===== config.mk =====
export PLATFORM = sky130hd
export DESIGN_NAME = card_hand_renderer_flat
export DESIGN_NICKNAME = d
export VERILOG_FILES = /design/src/rtl/card_pkg.sv /design/src/rtl/vga_if.sv /design/src/rtl/card_hand_table.sv /design/src/rtl/card_hand_renderer.sv /design/src/flat_wrapper.sv
export SDC_FILE = /design/constraint.sdc
export NUM_CORES = 1
export LEC_CHECK = 0
export BUFFER_PORTS_ARGS = -buffer_cell sky130_fd_sc_hd__clkbuf_2
export CORE_MARGIN = 1
export CORE_UTILIZATION = 55
export DETAILED_ROUTE_END_ITERATION = 8
export GPL_TIMING_DRIVEN = 1
export PLACE_DENSITY = 0.76
export SETUP_SLACK_MARGIN = 0.2
export SLEW_MARGIN = 40
export SYNTH_ARGS = -nofsm -noshare
export SYNTH_HDL_FRONTEND = slang
export SYNTH_SLANG_ARGS = --single-unit

===== constraint.sdc =====
create_clock -name clk -period 9.65 [get_ports clk]
set_input_delay 1.93 -clock clk [delete_from_list [all_inputs] [get_ports clk]]
set_output_delay 1.93 -clock clk [all_outputs]
set_load 0.02 [all_outputs]

===== src/rtl/card_pkg.sv =====
// card_pkg: shared card types and default geometry for the card hand renderer.
package card_pkg;
    localparam int CARD_CODE_W = 6;
    localparam logic [CARD_CODE_W-1:0] CARD_BACK = 6'd52;

    localparam int DEF_NUM_CARDS = 9;
    localparam int DEF_XPOS      = 150;
    localparam int DEF_YPOS      = 80;
    localparam int DEF_X_STEP    = 30;
    localparam int DEF_CARD_W    = 24;
    localparam int DEF_CARD_H    = 36;
    localparam logic [11:0] DEF_KEY_RGB = 12'h0F0;

    typedef struct packed {
        logic [CARD_CODE_W-1:0] code;
        logic                   down;
    } card_slot_t;
endpackage


===== src/rtl/vga_if.sv =====
// vga_if: VGA pixel stream bundle (timing counters, syncs, blanks, rgb).
interface vga_if;
    logic [10:0] hcount;
    logic [10:0] vcount;
    logic        hsync;
    logic        vsync;
    logic        hblnk;
    logic        vblnk;
    logic [11:0] rgb;

    modport in  (input  hcount, vcount, hsync, vsync, hblnk, vblnk, rgb);
    modport out (output hcount, vcount, hsync, vsync, hblnk, vblnk, rgb);
endinterface


===== src/rtl/card_hand_table.sv =====
// card_hand_table: pending card table (push/flip/clear) and frame-synchronous active copy.
//   clk, rst (async active-low), push_valid/push_code/push_down/push_ready handshake,
//   flip_valid/flip_idx, clear, vblnk (commit trigger), count (pending),
//   active_count/active (table used for drawing).
module card_hand_table
    import card_pkg::*;
#(
    parameter int NUM_CARDS = DEF_NUM_CARDS
) (
    input  logic                              clk,
    input  logic                              rst,
    input  logic                              push_valid,
    input  logic [CARD_CODE_W-1:0]            push_code,
    input  logic                              push_down,
    output logic                              push_ready,
    input  logic                              flip_valid,
    input  logic [3:0]                        flip_idx,
    input  logic                              clear,
    input  logic                              vblnk,
    output logic [4:0]                        count,
    output logic [4:0]                        active_count,
    output card_slot_t [NUM_CARDS-1:0]        active
);
    card_slot_t [NUM_CARDS-1:0] pend, pend_nxt;
    logic [4:0] count_nxt;
    logic       ready_en, vblnk_q, accept, commit;

    // ready_en holds push_ready low for the first cycle after reset release
    assign push_ready = ready_en && !clear && count < 5'(NUM_CARDS);
    assign accept     = push_valid && push_ready;
    assign commit     = vblnk && !vblnk_q;

    // the flip is checked against the post-push count so a same-cycle push+flip lands face-up
    always_comb begin
        pend_nxt  = pend;
        count_nxt = clear ? 5'd0 : count + 5'(accept);
        for (int i = 0; i < NUM_CARDS; i++) begin
            if (accept && count == 5'(i))
                pend_nxt[i] = '{code: push_code, down: push_down};
            if (flip_valid && !clear && {1'b0, flip_idx} < count_nxt && flip_idx == 4'(i))
                pend_nxt[i].down = 1'b0;
        end
    end

    always_ff @(posedge clk or negedge rst) begin
        if (!rst) begin
            ready_en     <= 1'b0;
            vblnk_q      <= 1'b0;
            count        <= '0;
            pend         <= '0;
            active       <= '0;
            active_count <= '0;
        end else begin
            ready_en <= 1'b1;
            vblnk_q  <= vblnk;
            count    <= count_nxt;
            pend     <= pend_nxt;
            if (commit) begin
                active       <= pend;
                active_count <= count;
            end
        end
    end
endmodule


===== src/rtl/card_hand_renderer.sv =====
// card_hand_renderer: overlays a hand of overlapping card sprites onto the VGA stream.
//   clk, rst (async active-low), vga_in/vga_out (2-cycle delayed stream),
//   push_valid/push_code/push_down/push_ready, flip_valid/flip_idx, clear, count,
//   rom_addr/rom_data (shared sprite ROM, 1-cycle read latency).
//   Optional macro CARD_HAND_SHADOW_EN adds a 2-pixel drop shadow right of the top card.
module card_hand_renderer
    import card_pkg::*;
#(
    parameter int          NUM_CARDS = DEF_NUM_CARDS,
    parameter int          XPOS      = DEF_XPOS,
    parameter int          YPOS      = DEF_YPOS,
    parameter int          X_STEP    = DEF_X_STEP,
    parameter int          CARD_W    = DEF_CARD_W,
    parameter int          CARD_H    = DEF_CARD_H,
    parameter logic [11:0] KEY_RGB   = DEF_KEY_RGB
) (
    input  logic                   clk,
    input  logic                   rst,
    vga_if.in                      vga_in,
    vga_if.out                     vga_out,
    input  logic                   push_valid,
    input  logic [CARD_CODE_W-1:0] push_code,
    input  logic                   push_down,
    output logic                   push_ready,
    input  logic                   flip_valid,
    input  logic [3:0]             flip_idx,
    input  logic                   clear,
    output logic [3:0]             count,
    output logic [16:0]            rom_addr,
    input  logic [11:0]            rom_data
);
    card_slot_t [NUM_CARDS-1:0] active;
    logic [4:0]  count_full, active_count;
    logic        hit_d, hit_q;
    logic [3:0]  win;
    logic [CARD_CODE_W-1:0] code_s;
    logic [16:0] addr_d;
    int          hx, vy, addr_i;
    logic [10:0] hcount_d1, vcount_d1;
    logic        hsync_d1, vsync_d1, hblnk_d1, vblnk_d1;
    logic [11:0] rgb_d1, rgb_nxt;
    logic        blank_d1;

    card_hand_table #(.NUM_CARDS(NUM_CARDS)) u_table (
        .clk          (clk),
        .rst          (rst),
        .push_valid   (push_valid),
        .push_code    (push_code),
        .push_down    (push_down),
        .push_ready   (push_ready),
        .flip_valid   (flip_valid),
        .flip_idx     (flip_idx),
        .clear        (clear),
        .vblnk        (vga_in.vblnk),
        .count        (count_full),
        .active_count (active_count),
        .active       (active)
    );

    assign count = 4'(count_full);

    // S1: later slots are drawn on top, so the last hitting index wins
    always_comb begin
        hx    = int'(vga_in.hcount);
        vy    = int'(vga_in.vcount);
        hit_d = 1'b0;
        win   = '0;
        for (int i = 0; i < NUM_CARDS; i++) begin
            if (i < int'(active_count) && hx >= XPOS + i*X_STEP && hx < XPOS + i*X_STEP + CARD_W &&
                vy >= YPOS && vy < YPOS + CARD_H) begin
                hit_d = 1'b1;
                win   = 4'(i);
            end
        end
        code_s = active[win].down ? CARD_BACK : active[win].code;
        addr_i = int'(code_s)*CARD_W*CARD_H + (vy - YPOS)*CARD_W + (hx - XPOS - int'(win)*X_STEP);
        addr_d = hit_d ? 17'(addr_i) : '0;
    end

`ifdef CARD_HAND_SHADOW_EN
    logic shadow_d, shadow_q;
    int   xt;

    always_comb begin
        xt       = XPOS + (int'(active_count) - 1)*X_STEP;
        shadow_d = active_count != '0 && !hit_d && hx >= xt + CARD_W && hx < xt + CARD_W + 2 &&
                   vy >= YPOS + 2 && vy < YPOS + CARD_H + 2;
    end

    always_ff @(posedge clk or negedge rst) begin
        if (!rst) shadow_q <= 1'b0;
        else      shadow_q <= shadow_d;
    end
`endif

    assign blank_d1 = hblnk_d1 || vblnk_d1;

    always_comb begin
        rgb_nxt = (hit_q && rom_data != KEY_RGB && !blank_d1) ? rom_data : rgb_d1;
`ifdef CARD_HAND_SHADOW_EN
        if (shadow_q && !blank_d1)
            rgb_nxt = {1'b0, rgb_d1[11:9], 1'b0, rgb_d1[7:5], 1'b0, rgb_d1[3:1]};
`endif
    end

    always_ff @(posedge clk or negedge rst) begin
        if (!rst) begin
            hit_q          <= 1'b0;
            rom_addr       <= '0;
            hcount_d1      <= '0;
            vcount_d1      <= '0;
            hsync_d1       <= 1'b0;
            vsync_d1       <= 1'b0;
            hblnk_d1       <= 1'b0;
            vblnk_d1       <= 1'b0;
            rgb_d1         <= '0;
            vga_out.hcount <= '0;
            vga_out.vcount <= '0;
            vga_out.hsync  <= 1'b0;
            vga_out.vsync  <= 1'b0;
            vga_out.hblnk  <= 1'b0;
            vga_out.vblnk  <= 1'b0;
            vga_out.rgb    <= '0;
        end else begin
            hit_q          <= hit_d;
            rom_addr       <= addr_d;
            hcount_d1      <= vga_in.hcount;
            vcount_d1      <= vga_in.vcount;
            hsync_d1       <= vga_in.hsync;
            vsync_d1       <= vga_in.vsync;
            hblnk_d1       <= vga_in.hblnk;
            vblnk_d1       <= vga_in.vblnk;
            rgb_d1         <= vga_in.rgb;
            vga_out.hcount <= hcount_d1;
            vga_out.vcount <= vcount_d1;
            vga_out.hsync  <= hsync_d1;
            vga_out.vsync  <= vsync_d1;
            vga_out.hblnk  <= hblnk_d1;
            vga_out.vblnk  <= vblnk_d1;
            vga_out.rgb    <= rgb_nxt;
        end
    end
endmodule


===== src/flat_wrapper.sv =====
// flat-port wrapper written by rule: the top's interface ports become plain ports
module card_hand_renderer_flat import card_pkg::*;
#(
    parameter int          NUM_CARDS = DEF_NUM_CARDS,
    parameter int          XPOS      = DEF_XPOS,
    parameter int          YPOS      = DEF_YPOS,
    parameter int          X_STEP    = DEF_X_STEP,
    parameter int          CARD_W    = DEF_CARD_W,
    parameter int          CARD_H    = DEF_CARD_H,
    parameter logic [11:0] KEY_RGB   = DEF_KEY_RGB
)
  (clk, rst, push_valid, push_code, push_down, push_ready, flip_valid, flip_idx, clear, count, rom_addr, rom_data, vga_in_hcount, vga_in_vcount, vga_in_hsync, vga_in_vsync, vga_in_hblnk, vga_in_vblnk, vga_in_rgb, vga_out_hcount, vga_out_vcount, vga_out_hsync, vga_out_vsync, vga_out_hblnk, vga_out_vblnk, vga_out_rgb);
  vga_if vga_in_i ();
  vga_if vga_out_i ();
  input  logic clk;
  input  logic rst;
  input  logic push_valid;
  input  logic [CARD_CODE_W-1:0] push_code;
  input  logic push_down;
  output logic push_ready;
  input  logic flip_valid;
  input  logic [3:0] flip_idx;
  input  logic clear;
  output logic [3:0] count;
  output logic [16:0] rom_addr;
  input  logic [11:0] rom_data;
  input wire logic [$bits(vga_in_i.hcount)-1:0] vga_in_hcount;
  input wire logic [$bits(vga_in_i.vcount)-1:0] vga_in_vcount;
  input wire logic [$bits(vga_in_i.hsync)-1:0] vga_in_hsync;
  input wire logic [$bits(vga_in_i.vsync)-1:0] vga_in_vsync;
  input wire logic [$bits(vga_in_i.hblnk)-1:0] vga_in_hblnk;
  input wire logic [$bits(vga_in_i.vblnk)-1:0] vga_in_vblnk;
  input wire logic [$bits(vga_in_i.rgb)-1:0] vga_in_rgb;
  output wire logic [$bits(vga_out_i.hcount)-1:0] vga_out_hcount;
  output wire logic [$bits(vga_out_i.vcount)-1:0] vga_out_vcount;
  output wire logic [$bits(vga_out_i.hsync)-1:0] vga_out_hsync;
  output wire logic [$bits(vga_out_i.vsync)-1:0] vga_out_vsync;
  output wire logic [$bits(vga_out_i.hblnk)-1:0] vga_out_hblnk;
  output wire logic [$bits(vga_out_i.vblnk)-1:0] vga_out_vblnk;
  output wire logic [$bits(vga_out_i.rgb)-1:0] vga_out_rgb;
  assign vga_in_i.hcount = vga_in_hcount;
  assign vga_in_i.vcount = vga_in_vcount;
  assign vga_in_i.hsync = vga_in_hsync;
  assign vga_in_i.vsync = vga_in_vsync;
  assign vga_in_i.hblnk = vga_in_hblnk;
  assign vga_in_i.vblnk = vga_in_vblnk;
  assign vga_in_i.rgb = vga_in_rgb;
  assign vga_out_hcount = vga_out_i.hcount;
  assign vga_out_vcount = vga_out_i.vcount;
  assign vga_out_hsync = vga_out_i.hsync;
  assign vga_out_vsync = vga_out_i.vsync;
  assign vga_out_hblnk = vga_out_i.hblnk;
  assign vga_out_vblnk = vga_out_i.vblnk;
  assign vga_out_rgb = vga_out_i.rgb;
  card_hand_renderer #(.NUM_CARDS(NUM_CARDS), .XPOS(XPOS), .YPOS(YPOS), .X_STEP(X_STEP), .CARD_W(CARD_W), .CARD_H(CARD_H), .KEY_RGB(KEY_RGB)) u_core (.clk(clk), .rst(rst), .vga_in(vga_in_i), .vga_out(vga_out_i), .push_valid(push_valid), .push_code(push_code), .push_down(push_down), .push_ready(push_ready), .flip_valid(flip_valid), .flip_idx(flip_idx), .clear(clear), .count(count), .rom_addr(rom_addr), .rom_data(rom_data));
endmodule

## Yosys cells after proc, flatten, opt, wreduce, memory -nomap -nowiden

Index checks and enable logic that the tools add are counted.
W data, S select, Z words.

| operators by class | value |
|---|---|
| multipliers | 4 |
| add/subtract/negate cells | 6 |
| magnitude comparators | 32 |
| reductions and logical operators | 77 |
| equal/unequal tests | 17 |
| mux-type cells | 41 |

Operators with widths:

| operator | number |
|---|---|
| $lt A11 B9 Y1 const B | 6 |
| $logic_and A1 B1 Y1 | 62 |
| $ge A11 B9 Y1 const B | 5 |
| $ge A11 B8 Y1 const B | 4 |
| $add A17 B17 Y17 | 2 |
| $lt A11 B8 Y1 const B | 3 |
| $mul A32 B3 Y14 const B | 1 |
| $mul A29 B5 Y12 const B | 1 |
| $bmux W7 S4 | 1 |
| $mux W1 | 28 |
| $eq A5 B3 Y1 const B | 4 |
| $lt A3 B5 Y1 const A | 4 |
| $reduce_bool A2 Y1 | 9 |
| $mux W17 | 1 |
| $sub A17 B17 Y17 | 1 |
| $eq A4 B3 Y1 const B | 4 |
| $mux W12 | 1 |
| $mux W3 | 4 |
| $ne A12 B8 Y1 const B | 1 |
| $sub A11 B7 Y12 const B | 1 |
| $sub A11 B8 Y12 const B | 1 |
| $ge A11 B7 Y1 const B | 1 |
| $lt A11 B7 Y1 const B | 1 |
| $eq A5 B2 Y1 const B | 2 |
| 23 further kinds | 29 |

| word-level totals | value |
|---|---|
| output and inout bits | 60 |
| input port bits | 66 |
| register bits | 231 |

## Logic depth before layout (Yosys ltp)

Gate-level depths: netlist of the first run.

| logic depth | value |
|---|---|
| word-level depth | 21 |
| gate-level depth with buffers | 36 |
| gate-level depth less buffers | 34 |

## Cells and area by module

Synthesis of the first run repeated with hierarchy kept, for this count alone.

| second synthesis, totals | value |
|---|---|
| cell total of the unflattened synthesis | 1,034 |
| area, all modules | 12,335.6 um^2 |

By module, submodules not included:

| module | seq. area each (um^2) | instances | cells an instance | area an instance (um^2) |
|---|---|---|---|---|
| card_hand_renderer | 2,352.3 | 1 | 679 | 6,759.0 |
| card_hand_table | 3,453.3 | 1 | 355 | 5,576.6 |

## Least setup slack after synthesis of the first run

No wires, ideal clock.

| timing path | value |
|---|---|
| kind | input -> register |
| start point | in vga_in_hcount[9] |
| end point | reg u_core.rom_addr[16] |
| data arrival time | 9,171 ps |
| cell stages on the path | 31 |
| library setup time | 140 ps |
| setup slack | 339 ps |
| required time | 9,510 ps |
| cells stage by stage | buf_4 nor4b_4 o311ai_1 or3b_1 o22a_2 a21oi_4 buf_6 mux2_1 o211a_1 buf_6 or4_1 inv_1 ha_1 a21oi_1 nor4_1 a31o_2 a221o_1 ha_1 ha_1 fa_1 a21o_1 a21oi_1 xnor2_1 fa_1 ha_1 or3_1 a311oi_1 o41ai_1 xnor2_1 and4_4 nor3_2 |

| between the ends | value |
|---|---|
| longest elaborated chain between the ends | 21 |
| elaborated cells between the ends (all ways) | 82 |
| those cells by class | add/sub (4); mul (3); order compare (18); mux (21); reduce/logical (36) |

Ends and longest elaborated chain:

| item | line | RTL |
|---|---|---|
| from (decl) | flat_wrapper.sv:27 | `input wire logic [$bits(vga_in_i.hcount)-1:0] vga_in_hcount;` |
| $ge A11 B8 Y1 | card_hand_renderer.sv:69 | `if (i < int'(active_count) && hx >= XPOS + i*X_STEP && hx < XPOS + i*X_STEP + CARD_W &&` |
| $logic_and A1 B1 Y1 (3 in series) | card_hand_renderer.sv:69 |  |
| $logic_and A1 B1 Y1 | card_hand_renderer.sv:70 | `vy >= YPOS && vy < YPOS + CARD_H) begin` |
| $mux W1 | card_hand_renderer.sv:69 |  |
| $mux W2 (2 in series) | card_hand_renderer.sv:69 |  |
| $mux W3 (4 in series) | card_hand_renderer.sv:69 |  |
| $mux W4 | card_hand_renderer.sv:69 |  |
| $bmux W7 S4 | card_hand_renderer.sv:75 | `code_s = active[win].down ? CARD_BACK : active[win].code;` |
| $mux W7 (implied by the code) | card_hand_renderer.sv:75 |  |
| $mux W6 | card_hand_renderer.sv:75 |  |
| $mul A6 B2 Y8 | card_hand_renderer.sv:76 | `addr_i = int'(code_s)*CARD_W*CARD_H + (vy - YPOS)*CARD_W + (hx - XPOS - int'(win)*X_STEP);` |
| $mul A29 B5 Y12 | card_hand_renderer.sv:76 |  |
| $add A17 B17 Y17 (2 in series) | card_hand_renderer.sv:76 |  |
| $mux W17 (*) | card_hand_renderer.sv:77 | `addr_d = hit_d ? 17'(addr_i) : '0;` |
| net u_core.addr_d[16] | card_hand_renderer.sv:37 | `logic [16:0] addr_d;` |
| to (signal assigned) | card_hand_renderer.sv:126 | `rom_addr <= addr_d;` |
| to (decl) | card_hand_renderer.sv:29 | `output logic [16:0] rom_addr,` |

The timed path passes the listed nets; every way through them passes the cells marked *. The select of a mux whose other input is x is not followed.
A chain may end at the register's enable or synchronous reset.

## Worst setup path after layout of the first run

| timing path | value |
|---|---|
| start point | in vga_in_hcount[8] |
| end point | reg u_core.rom_addr[16] |

The elaborated chain is that of the path after synthesis.

==> results of run 1 <==
flip-flops by register name, indices dropped and copies added, names as in the netlist, 5 cells and up:
register                     cells
u_core.vga_out.vcount           11
u_core.hcount_d1                11
u_core.vga_out.rgb              12
u_core.vcount_d1                11
u_core.rom_addr                 17
u_core.u_table.count             5
u_core.vga_out.hcount           11
u_core.u_table.active           63
u_core.u_table.pend             63
u_core.u_table.active_count      5
u_core.rgb_d1                   12
synthesized netlist by cell type, types with 3 or more instances:
master     count
a211oi_1       4
a21boi_0       5
a21o_1         8
a21oi_1       46
a311oi_1       3
a31oi_1        6
and2_1         8
and3_1         4
buf_2          9
buf_4          5
buf_6          5
clkbuf_1      18
dfrtp_1      231
fa_1          23
ha_1          85
inv_1         77
inv_2          4
mux2_2       133
mux2i_1       34
nand2_1       36
nand2b_1      13
nand3_1        8
nand3b_1       3
nand4_1        3
nor2_1        40
nor2b_1       13
nor3_1        13
nor3b_1        3
nor4_1         3
nor4b_1        3
nor4bb_1       3
o2111ai_1      3
o211ai_1       3
o21a_1         3
o21ai_0       18
o21bai_1       7
o22a_1         5
o22ai_1        3
or3_1         10
xnor2_1       36
xor2_1        18
power breakdown:
part / switching (mW) / internal, mW
Combinational: 1.20 / 0.984
Sequential: 0.0248 / 1.02
Clock: 0.366 / 0.648
Total: 1.59 / 2.65
metal layers:
metal,share of wire [%],vias to the layer above
li1,-,3808
met1,45,3901
met2,49,181
met3,3.8,37
met4,2.2,0
met5,0,-
path summary, 6_finish.rpt:
check                                               start                       end  slack [ns]  cells past startpoint
max in group asynchronous                             rst  u_core.vga_out.vcount[8]        7.06                      3
max reg2reg                u_core.u_table.active_count[1]       u_core.rom_addr[16]        1.90                     28
max                                      vga_in_hcount[8]       u_core.rom_addr[16]        0.65                     29
min                                   u_core.hcount_d1[2]  u_core.vga_out.hcount[2]        0.34                      0
min in group asynchronous                             rst     u_core.vga_out.rgb[9]        1.26                      1
min reg2reg                           u_core.hcount_d1[2]  u_core.vga_out.hcount[2]        0.34                      0
cell families (layout without fill, tap and decap cells):
logic type / Yosys count / count (layout) / share of synthesized area, %
flip-flops: 231 / 231 / 47.4
AND/OR/NAND/NOR: 179 / 179 / 8.28
multiplexers: 169 / 169 / 15.3
AO/OA/AOI/OAI: 146 / 146 / 8.37
buffers and inverters: 119 / 271 / 4.21
adder cells (fa/ha/maj): 108 / 108 / 12.5
XOR/XNOR: 54 / 54 / 3.88
other: 2 / 2 / 0.0615
final cells by class:
cell class                 instances  area, um2
clock buffer                      36        757
sequential                       231       5780
fill                            1664       7660
timing repair buffer             146        821
inverter                          82        308
multi-input combinational        658       5930
tap                              280        350
clock inverter                     7        143
==> metrics.txt, run 1 <==
area leader, netlist dfrtp_1; Total Routing Usage GR 23.0%; Hold/Removal Path Class flop to flop; yosys synthesis warning count 0; core area 21,800 um2; Setup Crit Path Kind primary input to flop; Ports 126; clk buf depth 3; met1 Use GR 31.2%; First DRT Iteration DRCs 370; MaxCap Viol Count 0; post-synthesis sequential area ratio 47.4%; final WL 24,900 um; largest cells by area after synthesis dfrtp_1 47%, mux2_2 12%, ha_1 8.7%; Netlist cell types 83; ys async rst share 100%; Final WS setup 0.651 ns; startpoint types primary input; Port Buffers 125; CTS H-tree lvls 1; Leak 6.99 nW; Max Freq 111 MHz; pre-CTS setup slack 0.184 ns; clock slew at reported path FFs 0.06 ns; met2 Use GR 39.3%; final hold vios 0; router iterations before antenna repair 5; top_reg_cell synth dfrtp_1; TritonCTS clock tree yes; status completed; top cell type's share of synthesized area 47.4%; crit end category flop; drt drc 0; via count of the first global-routing pass 8,095; slowest library cell on the worst path or4_1; antenna diode count 0; final setup vio count 0; total grt overflow 0; Avg WL per Cell 17.3 um; number of synthesized flops with an enable pin 0; most frequent CP cell ha_1; VDD IR max 0.253 mV; Synth Cell Area 12,200 um2; crit-path leading delay family compound AO/OA/AOI/OAI gates; via count 7,927; period utilization 93.3%; Final Critical Period 9.00 ns; routed vias/inst 5.50; fin nets 1,317; worst skew pair latency 0.51 ns; commonest cells after routing, fill and taps aside 231 x dfrtp_1, 133 x mux2_2, 124 x clkbuf_2; DP Wirelength 18,000 um; GR Util met3 2.83%; CTS sink count 231; largest net degree at the start of global routing 103; die area 22,800 um2; GPL Wtd Cong 0.868; first-pass GRT wire length 41,300 um; post-layout util 64.8%; layout cell share with drive strength beyond 1 29.7%; crit-path max cell delay 0.58 ns; post-synthesis cell count 1,008; Setup Buffers After CTS 0; setup TNS 0 ns; Mapped Nets 1,182; Area Growth Syn to Fin 15.5%; worst path arrival time 9.39 ns; RSZ-0062 raised after global routing no; PD cells 301 nW/um2; WHS 0.342 ns; commonest non-fill, non-tap cell in the layout dfrtp_1; Bufs and invs on worst path 2; Antenna Violating Nets Remaining 0; Tot Pwr 4.24 mW; Die W 151 um; dpl cell area 13,200 um2; Slew HR 49.9%; clock skew 0.0107 ns; top fanout value on the critical path 11; CTS Root Buffer Type clkbuf_16; Placed Instances 1,396; Die Y 151 um; initial antenna violation count 0; Worst Tran Pin Value 0.749 ns; Starting Density 56.1%; Critical Path RT 10.04 ns; Post-CTS Hold Buffers 0; post-synthesis register bit count 231; Finished Cell Area 14,100 um2; final std cells w/o fill 1,440; TritonCTS buffer count 24; max-slew violations 0; most used routing layer met2; post_cts resized 0; syn avg cell area 12.1 um2; row cnt 54
No activity file was read; power rests on OpenSTA's default activity.
==> run 2: changes to the inputs <==
- CORE_UTILIZATION: 55 -> 45
- PLACE_DENSITY: 0.76 -> 0.65
- SKIP_CTS_REPAIR_TIMING: unset -> 1
==> run 2 against run 1 <==
  * Core utilization is 11 points lower
  * Maximum frequency is 1.3% higher
  * Worst hold slack improved by 0.0044 ns
  * Wire length fell by 1.3%
  * Clock-buffer cell count shrank 4
  * Non-clock buffer count is 1 lower
  * Sequential share of layout area is 0.065 points lower
==> metrics.txt, run 2 (synthesis gave the netlist of run 1 again) <==
hold path start u_core.hcount_d1[4]; biggest regs u_core.u_table.active x63, u_core.u_table.pend x63, u_core.rom_addr x17; routed vias/inst 5.22; antenna diode count 0; via count of the first global-routing pass 7,866; Die W 167 um; max-slew violations 0; most used routing layer met2; clock slew at reported path FFs 0.06 ns; worst hold stages 0; layout cell share with drive strength beyond 1 30.2%; router iterations before antenna repair 5; commonest non-fill, non-tap cell in the layout dfrtp_1; commonest cells after routing, fill and taps aside 231 x dfrtp_1, 133 x mux2_2, 124 x clkbuf_2; post-layout util 53.6%; Die Y 167 um; RSZ-0062 raised after global routing no; startpoint types primary input; TritonCTS clock tree yes; final hold vios 0; status completed; worst path arrival time 9.30 ns; Avg WL per Cell 16.4 um; period utilization 92.1%; clk buf depth 3; Slew HR 50.8%; Critical Path RT 10.06 ns; RR Endpoint u_core.rom_addr[16]; VDD IR max 0.315 mV; Total Routing Usage GR 18.4%; Worst Tran Pin Value 0.735 ns; Tot Pwr 4.13 mW; R2R depth 29; Final Critical Period 8.89 ns; first-pass GRT wire length 41,200 um; Worst Hold End u_core.vga_out.hcount[4]; top fanout value on the critical path 11; met1 Use GR 25.2%; via count 7,807; DP Wirelength 18,000 um; Starting Density 46.3%; die area 27,800 um2; CTS H-tree lvls 1; CTS Root Buffer Type clkbuf_16; Area Growth Syn to Fin 15.7%; R2R Setup Slk 2.20 ns; slowest library cell on the worst path or4_1; final setup vio count 0; fin nets 1,317; Max Freq 113 MHz; CTS sink count 231; crit-path max cell delay 0.60 ns; Hold/Removal Path Class flop to flop; initial antenna violation count 0; setup TNS 0 ns; First DRT Iteration DRCs 510; Ports 126; total grt overflow 0; MaxCap Viol Count 0; GPL Wtd Cong 0.873; WHS 0.347 ns; core area 26,400 um2; clock skew 0.0177 ns; GR Util met3 2.47%; row cnt 59; R2R Path Start u_core.u_table.active_count[4]; Port Buffers 125; Antenna Violating Nets Remaining 0; worst skew pair latency 0.54 ns; TritonCTS buffer count 25; crit end category flop; drt drc 0; largest net degree at the start of global routing 97; PD cells 292 nW/um2; final WL 24,600 um; Setup Crit Path Kind primary input to flop; met2 Use GR 31.2%; Leak 6.95 nW
==> run 2: worst max-delay path by stage <==
| stage | start | end | slack (ns) | depth (start not counted) |
|---|---|---|---|---|
| after global routing | vga_in_hcount[8] | u_core.rom_addr[16] | 0.25 | 30 |
| final | vga_in_hcount[8] | u_core.rom_addr[16] | 0.76 | 30 |
| after detailed placement | vga_in_hcount[8] | u_core.rom_addr[16] | 0.15 | 29 |
| after CTS | vga_in_hcount[8] | u_core.rom_addr[16] | 0.69 | 29 |
| after global placement | vga_in_hcount[8] | u_core.rom_addr[16] | 0.29 | 29 |
| after floorplan | vga_in_hcount[9] | u_core.rom_addr[16] | 0.34 | 31 |
==> run 2: per-layer routing <==
metal	routed length [um]	share of wire [%]
met5	0	0
met4	454	1.8
met1	11500	47
met3	754	3.1
met2	11900	48
==> run 2: final cells by class <==
class                   count  area [um2]
inverters                  82         312
multi-input cells         658        5970
clock inverters            14         149
fillers                  2286       12200
well taps                 335         419
repair buffers            145         808
flip-flops and latches    231        5780
clock buffers              32         682
==> run 2: metrics by stage <==
| stage | setup slack [ns] | instances | area [um2] |
|---|---|---|---|
| after floorplan | 0.339 | 1008 | 12200 |
| after global placement | 0.287 | 1451 | 13200 |
| after detailed placement | 0.155 | 1451 | 13300 |
| after CTS | 0.689 | 1497 | 14100 |
| after global routing | 0.250 | 1497 | 14100 |
| final | 0.765 | 1497 | 14100 |
==> run 2: critical path: cells and delay by family <==
kind,cells,cell delay (ns)
compound gates,10,1.84
buf+inv,3,0.38
mux,1,0.36
fa+ha+maj,6,2.06
xor+xnor,3,0.57
simple gates,7,2.13
==> run 2: power breakdown <==
group	switching (mW)	total, mW	internal (mW)
Combinational	1.14	2.13	0.986
Clock	0.395	0.954	0.559
Sequential	0.0235	1.04	1.02
Total	1.56	4.13	2.56
==> run 3: changes to the inputs <==
- ABC_AREA: unset -> 1
==> run 3 against run 2 <==
  * Clock skew increased by 0.0018 ns
  * Clock power increased by 9%
  * Critical path depth increased by 9
  * Critical path type unchanged
  * Non-clock buffer count decreased by 10
  * First-iteration DRC count decreased by 11%
  * Core utilization decreased by 0.82 points
  * Setup slack improved by 0.36 ns
  * Worst hold slack got worse by 0.00085 ns
  * Global-route usage increased by 1.3 points
==> metrics.txt, run 3 <==
core area 27,000 um2; Starting Density 45.8%; CTS sink count 231; RSZ-0062 raised after global routing no; MaxCap Viol Count 0; pre-CTS setup slack 0.640 ns; crit-path max cell delay 0.54 ns; routed vias/inst 5.02; top fanout value on the critical path 9; number of synthesized flops with an enable pin 0; yosys synthesis warning count 0; VDD IR max 0.261 mV; via count of the first global-routing pass 9,035; slowest library cell on the worst path fa_1; TritonCTS buffer count 25; top cells by count, synth 236 x nand2_1, 231 x dfrtp_1, 192 x inv_1; die area 28,100 um2; Max Freq 117 MHz; Hold/Removal Path Class flop to flop; row cnt 60; drt drc 0; metal3 WL 1030 um; Top Layer Used met4; Synth Cell Area 12,300 um2; ys async rst share 100%; CTS H-tree lvls 1; Die W 168 um; CTS Root Buffer Type clkbuf_16; First DRT Iteration DRCs 454; setup TNS 0 ns; top_reg_cell synth dfrtp_1; Final Critical Period 8.53 ns; PD cells 249 nW/um2; post-layout util 52.7%; layout cell share with drive strength beyond 1 18.3%; fin nets 1,629; TritonCTS clock tree yes; worst path arrival time 8.93 ns; crit end category flop; Setup Crit Path Kind primary input to flop; clock skew 0.0195 ns; Ports 126; largest cells by area after synthesis dfrtp_1 47%, ha_1 8.6%, nand2_1 7.2%; commonest cells after routing, fill and taps aside 235 x nand2_1, 231 x dfrtp_1, 192 x inv_1; Final WS setup 1.12 ns; Slew HR 48.3%; Die Y 168 um; antenna diode count 0; final WL 27,200 um; Mapped Nets 1,508; post-synthesis cell count 1,334; status completed; Tot Pwr 3.54 mW; DP Wirelength 20,000 um; biggest regs u_core.u_table.active x63, u_core.u_table.pend x63, u_core.rom_addr x17; router iterations before antenna repair 5; commonest non-fill, non-tap cell in the layout nand2_1; startpoint types primary input; most frequent CP cell inv_1; Port Buffers 125; FILL cells 2,447; via count 9,108; first-pass GRT wire length 45,100 um; Avg WL per Cell 15.0 um; wl on met1 12,000 um; area leader, netlist dfrtp_1; clock slew at reported path FFs 0.06 ns; Worst Tran Pin Value 0.775 ns; total grt overflow 0; GPL Wtd Cong 0.872; max-slew violations 0; Antenna Violating Nets Remaining 0; final setup vio count 0; Area Growth Syn to Fin 15.2%; post-synthesis sequential area ratio 46.9%; syn avg cell area 9.25 um2; count leader, synth nand2_1; Critical Path RT 10.05 ns; top cell type's share of synthesized area 46.9%; largest net degree at the start of global routing 101; Leak 7.48 nW; initial antenna violation count 0; Total Routing Usage GR 19.8%; worst skew pair latency 0.53 ns; period utilization 88.4%; post-synthesis register bit count 231; Met2 Wirelength 13,400 um; Netlist cell types 50; clk buf depth 3; final hold vios 0
-- run 3: cell count changes after synthesis, moves of 35 or more --
cell,previous run,this run
nand2_1,36,236
nand3_1,8,43
inv_1,77,192
mux2_2,133,40
o21ai_0,18,104
nor2_1,40,98
-- run 3: kinds of logic (layout without fill, tap and decap cells) --
kind of cell	Yosys count	in the layout	share of synthesized area (%)
adder cells (fa/ha/maj)	108	108	12.4
other	2	2	0.0609
buffers and inverters	238	377	7.86
flip-flops	231	231	46.9
AO/OA/AOI/OAI	207	207	9.45
XOR/XNOR	40	40	2.84
AND/OR/NAND/NOR	468	468	16.9
multiplexers	40	40	3.65
-- run 3: worst paths after layout --
path                                            endpoint  cells after the start                            from  slack (ns)
worst max-delay path                 u_core.rom_addr[16]                     39                vga_in_vcount[4]        1.12
worst min-delay path            u_core.vga_out.vcount[7]                      0             u_core.vcount_d1[7]        0.35
worst max register to register       u_core.rom_addr[16]                     35  u_core.u_table.active_count[4]        2.47
worst min register to register  u_core.vga_out.vcount[7]                      0             u_core.vcount_d1[7]        0.35
max in group asynchronous       u_core.u_table.active[4]                      2                             rst        7.12
min in group asynchronous             u_core.rom_addr[3]                      1                             rst        1.37
-- run 3: critical path: cells and delay by family --
family / cells / cell delay [ns]
AND/OR/NAND/NOR: 13 / 1.31
adder cells (fa/ha/maj): 7 / 2.88
buffers and inverters: 7 / 0.61
XOR/XNOR: 4 / 0.65
AO/OA/AOI/OAI: 8 / 1.56
-- run 3: power by group --
group	switching, mW	internal, mW	leakage [nW]
combinational	0.869	0.567	4.11
clock	0.387	0.655	0.456
sequential	0.0284	1.03	2.91
-- run 3: final cells by class --
cell class                 instances  area (um2)  area share (%)
clock buffer                      31         708            4.98
clock inverter                    14         211            1.49
inverter                         197         739            5.20
multi-input combinational        865        5610            39.5
sequential                       231        5780            40.7
tap                              341         427            3.00
timing repair buffer             135         741            5.21
-- run 3: metrics by stage --
step / hold slack [ns] / area (um2) / std cells
floorplan: 0.331 / 12300 / 1334
global placement: 0.331 / 13200 / 1768
detailed placement: 0.335 / 13300 / 1769
CTS: 0.349 / 14200 / 1814
global route: 0.355 / 14200 / 1814
finish: 0.346 / 14200 / 1814
-- run 3: layer usage --
| metal | vias up | track usage, % |
|---|---|---|
| li1 | 4559 | - |
| met1 | 4308 | 24.8 |
| met2 | 190 | 35.2 |
| met3 | 51 | 2.74 |
| met4 | 0 | 6.10 |
| met5 | - | 0 |
